`src/rtl/player_input_pulser.sv`:
```
// Player key front end for the tug-of-war light chain.
// Turns the two raw active-low bouncing keys into clean debounced levels
// (heldL/heldR) and single-cycle press pulses (L/R). A press that lands on
// both keys in the same cycle is cancelled, and enable=0 swallows presses
// while the debounced levels keep tracking the keys.
module player_input_pulser #(
  parameter int DEBOUNCE_CYCLES = 8
) (
  input  logic clk,
  input  logic reset,
  input  logic keyL_n,
  input  logic keyR_n,
  input  logic enable,
  output logic L,
  output logic R,
  output logic heldL,
  output logic heldR
);

  localparam int CW = $clog2(DEBOUNCE_CYCLES + 1);
  localparam logic [CW-1:0] CNT_LAST = CW'(DEBOUNCE_CYCLES - 1);

  // Channel index 0 is the left key, index 1 the right key.
  logic [1:0]         key_p0;   // first synchronizer stage (1 = pressed)
  logic [1:0]         key_p1;   // second synchronizer stage, the "s" level
  logic [1:0]         db;       // debounced level
  logic [1:0][CW-1:0] cnt;      // consecutive cycles s has disagreed with db
  logic [1:0]         accept;   // this edge adopts s as the new debounced level
  logic [1:0]         rise;     // this edge takes db from released to pressed

  // Two-flop synchronizer for the inverted (active-high) keys.
  always_ff @(posedge clk or posedge reset) begin
    if (reset) begin
      key_p0 <= 2'b00;
      key_p1 <= 2'b00;
    end else begin
      key_p0 <= {~keyR_n, ~keyL_n};
      key_p1 <= key_p0;
    end
  end

  // A level is accepted on the edge that sees the DEBOUNCE_CYCLES-th
  // consecutive disagreement; only a 0->1 acceptance counts as a press.
  always_comb begin
    accept = 2'b00;
    rise   = 2'b00;
    for (int i = 0; i < 2; i++) begin
      accept[i] = (key_p1[i] != db[i]) && (cnt[i] == CNT_LAST);
      rise[i]   = accept[i] & key_p1[i];
    end
  end

  // Debounce counter and level: any agreement clears the run, so glitches
  // shorter than the window never reach db.
  always_ff @(posedge clk or posedge reset) begin
    if (reset) begin
      db  <= 2'b00;
      cnt <= '0;
    end else begin
      for (int i = 0; i < 2; i++) begin
        if (key_p1[i] == db[i]) begin
          cnt[i] <= '0;
        end else if (accept[i]) begin
          db[i]  <= key_p1[i];
          cnt[i] <= '0;
        end else begin
          cnt[i] <= cnt[i] + 1'b1;
        end
      end
    end
  end

  // Press pulses: simultaneous rises cancel and are not deferred; enable
  // gates only the pulses, never the debounce.
  always_ff @(posedge clk or posedge reset) begin
    if (reset) begin
      L <= 1'b0;
      R <= 1'b0;
    end else begin
      L <= rise[0] & ~rise[1] & enable;
      R <= rise[1] & ~rise[0] & enable;
    end
  end

  assign heldL = db[0];
  assign heldR = db[1];

endmodule

```
`config.mk`:
```
export PLATFORM = sky130hd
export DESIGN_NAME = player_input_pulser
export DESIGN_NICKNAME = d
export VERILOG_FILES = /design/src/rtl/player_input_pulser.sv
export SDC_FILE = /design/constraint.sdc
export NUM_CORES = 1
export LEC_CHECK = 0
export ABC_CLOCK_PERIOD_IN_PS = 3550
export CORE_AREA = 5 5 42 44
export DETAILED_ROUTE_END_ITERATION = 6
export DIE_AREA = 0 0 47 49
export PLACE_DENSITY = 0.69
export SLEW_MARGIN = 20
export SYNTH_ARGS = -nofsm -noshare
export SYNTH_HDL_FRONTEND = slang
export SYNTH_SLANG_ARGS = --single-unit
```
`constraint.sdc`:
```
create_clock -name clk -period 3.55 [get_ports clk]
set_input_delay 0.355 -clock clk [delete_from_list [all_inputs] [get_ports clk]]
set_output_delay 0.355 -clock clk [all_outputs]
set_load 0.02 [all_outputs]
```
* Word-level counts from Yosys, hierarchy flattened
Index checks and enable logic that the tools add are counted.
Storage, ports and cells: bits of input ports 5, bits in writable memories 0, memories kept 0, register bits after elaboration 16, bits in latches 0, output and inout bits 4, ROM bits 0
Operators by class: magnitude comparators 0, shifts and indexed selects 0, $mul 0, div/mod/pow operators 0, add/sub/neg operators 2, bitwise gates (word level) 12, equality and inequality tests 6, muxes and demuxes 4, reduce and logical (&&, ||, !) cells 4
Operators by type and width (count):
- 4-bit two-way mux | 4
- 4-bit by 1-bit adder with 4-bit output, second input constant | 2
- 4-bit by 3-bit equality test with 1-bit output, second input constant | 2
- 1-bit AND | 6
- 1-bit inverter | 6
- 2-bit AND reduction | 2
- 1-bit equality test | 2
- 1-bit logical AND | 2
- 1-bit != test | 2

* Longest topological paths before layout
depth after elaboration 6, depth in mapped cells 4, depth with buffers taken out 4

* Worst setup path before layout
No wires, ideal clock.
path kind register -> register, start register cnt[4] in the netlist's numbering, end register db[1], period minus slack after synthesis 1235 ps, stages on the path, launching flop included 4, library setup time 125 ps, buffers on the path 0, path slack 2315 ps, arrival 1110 ps, cell sequence dfrtp_1 ha_1 and3b_1 mux2_4
Between the ends: cells in the longest elaborated chain, start to end 3
Ends and longest elaborated chain:
- from (decl) | line 27 | logic [1:0][CW-1:0] cnt;
- from (signal, indexed assignment) | line 67 | cnt[i] <= cnt[i] + 1'b1;
- 4-bit by 3-bit equality test with 1-bit output | line 48 | accept[i] = (key_p1[i] != db[i]) && (cnt[i] == CNT_LAST);
- 1-bit logical AND | line 48
- 2-bit AND reduction (no line)
- to (signal, indexed assignment) | line 64 | db[i] <= key_p1[i];
- to (decl) | line 26 | logic [1:0] db;
Every way passes these cells. A chain may end at the register's enable or synchronous reset.

* Worst setup path in the final report
start register db[0], end output port heldL
RTL lines:
- to (decl) | line 16 | output logic heldL,
No word-level cell between the ends.

==> results.yml <==
sta:
  final.setup.tns_ns: 0
  drv_slew: 0
  timing.hold.ws_ns: 0.3564
  slew_headroom_pct: 60.55
  hold_viol: 0
  fin_worst_skew_ns: 0.0005466
  finalSetupViolCount: 0
  finalCritPeriodShare_pct: 47.61
  tightest_slew_ns: 0.5911
  fmax_ghz: 0.5916
  rsz0062_at_grt: "no"
  final_period_minus_worst_setup_slack_ns: 1.690
status:
  status: "complete, no violations"
cts:
  clkLatencyLatePin_ns: 0.29
  h-tree-depth: 1
  cts_buffers: 3
  root_buffer: "clkbuf_4"
  cts.sinks: 16
  path_clk_slew_ns: 0.09
  post-cts-setup-buffers: 0
  holdBufCountCts: 0
  cts_buffer_depth: 2
  cts_resized: 0
  cts_tree: "done"
worst_setup_path:
  rrSetupSlack_ns: 2.24
  critical-path-top-delay-family: "buffers and inverters"
  path_max_fanout: 4
  cpMaxStageDelayCell: "clkdlybuf4s50_1"
  worstPathRequired_ns: 3.19
  critPathKind: "reg2out"
  arrival_ns: 1.34
  crit_buf_inv: 1
  worst_setup_path_start_kind: "flop"
  max_stage_delay_ns: 0.63
  end_kind: "output port"
  cp_cell_sequence: "clkdlybuf4s50_1"
placed_design:
  globalplace.congestion: 0.6576
  portBuffers: 8
  hpwl_um: 668.5
  placed_area_um2: 744.5
global_route:
  grt_max_degree: 17
  grt_overflow_total: 0
  antenna_found_initial: 0
  grt_pass1_vias: 379
  grt_usage_pct: 9.900
  grt_pass1_wl_um: 1531
job:
  maxCapViolCount: 0
layout:
  final_util_pct: 55.71
  nets: 70
  area_growth_pct: 21.17
  final_common_cell: "dfrtp_1"
  final_cell_mix: "dfrtp_1, nor2_1, clkdlybuf4s50_1"
  fin_area_um2: 780.7
  antenna_cells: 0
  drive_gt1_share_pct: 12.90
synth:
  ys_ff_latch: 16
  synth_nets: 57
  synth_area_um2: 644.4
  syn_inst: 50
  yosys_warnings: 0
  synth_cell_types: 17
  synth-seq-area-share_pct: 62.14
  avgSynthCellArea_um2: 12.89
drt:
  drt_first_pass_iters: 4
  final_antenna_net_count: 0
  drcViolationCount: 0
  vias: 379
  drt-total-wl_um: 888
  vias_per_cell: 4.859
  dr.first_iter.drc_count: 3
  wl_per_cell_um: 11.38
floorplanning:
  dieArea_um2: 2303
  die_h_um: 49
  boundaryPins: 9
  core_um2: 1401
  initial_core_util_pct: 45.98
  num_rows: 14
  die_x_um: 47
hold_path:
  holdCritPathClass: "reg2reg"
power:
  power_leakage_nw: 0.4106
  total_power_uw: 502.9
  p_per_area_nw_per_um2: 644.2
  ir_worst_vdd_uv: 304.0
power breakdown:
group	leakage, nW	internal, mW	switching [mW]
registers	0.208	0.221	0.0347
logic	0.181	0.0696	0.0589
clock network	0.0210	0.0625	0.0565
cell usage after synthesis:
| library cell | number | share of area, % |
|---|---|---|
| nand3_1 | 3 | 2.3 |
| mux2_2 | 1 | 1.7 |
| ha_1 | 2 | 3.9 |
| mux2i_1 | 2 | 3.1 |
| nor3b_2 | 1 | 1.9 |
| nor2b_1 | 3 | 2.9 |
| mux2_4 | 1 | 2.3 |
| and3_1 | 1 | 0.97 |
| xnor2_1 | 4 | 5.4 |
| nor2_1 | 8 | 4.7 |
| dfrtp_1 | 16 | 62 |
| nand2_1 | 1 | 0.58 |
| and3b_1 | 1 | 1.4 |
| nor3_1 | 1 | 0.78 |
| nand3b_4 | 1 | 3.1 |
| inv_1 | 3 | 1.7 |
| nand2b_1 | 1 | 0.97 |
stage by stage:
stage | instances | setup slack [ns]
2_1_floorplan | 50 | 2.315
3_3_place_gp | 74 | 2.196
3_5_place_dp | 74 | 2.176
4_1_cts | 78 | 1.852
5_1_grt | 78 | 1.804
6_report | 78 | 1.860
final timing paths:
check                      startpoint  depth (start not counted)         to
hold / removal              key_p0[1]                          0  key_p1[1]
setup reg to reg               cnt[4]                          3      db[1]
setup / recovery                db[0]                          1      heldL
max in group asynchronous       reset                          2      db[1]
hold reg to reg             key_p0[1]                          0  key_p1[1]
min in group asynchronous       reset                          2      db[0]
per-layer routing:
layer | up-vias | routed length [um] | GRT usage [%]
li1 | 188 | - | -
met1 | 179 | 414 | 12.82
met2 | 8 | 387 | 12.67
met3 | 4 | 46 | 2.214
met4 | 0 | 40 | 9.677
met5 | - | 0 | 0
state kept, by name (all words and copies together), names as in the netlist:
name and cells:
key_p0 2, cnt 8, key_p1 2, db 2, L 1, R 1
final cells by class:
type,instances,area [um2]
Multi-Input combinational cell,31,232.7
Tap cell,16,20.02
Inverter,3,11.26
Fill cell,119,620.6
Clock buffer,4,36.28
Sequential cell,16,400.4
Timing Repair Buffer,8,80.08
cells by family after synthesis:
kind of cell               Yosys count  synth area share, %
buffers and inverters                3                1.747
muxes                                4                7.184
DFF                                 16                62.14
and+or+nand+nor                     21                19.61
adders and majority gates            2                3.883
xor gates and xnor gates             4                5.436
Power figures use the tool's default switching activity.
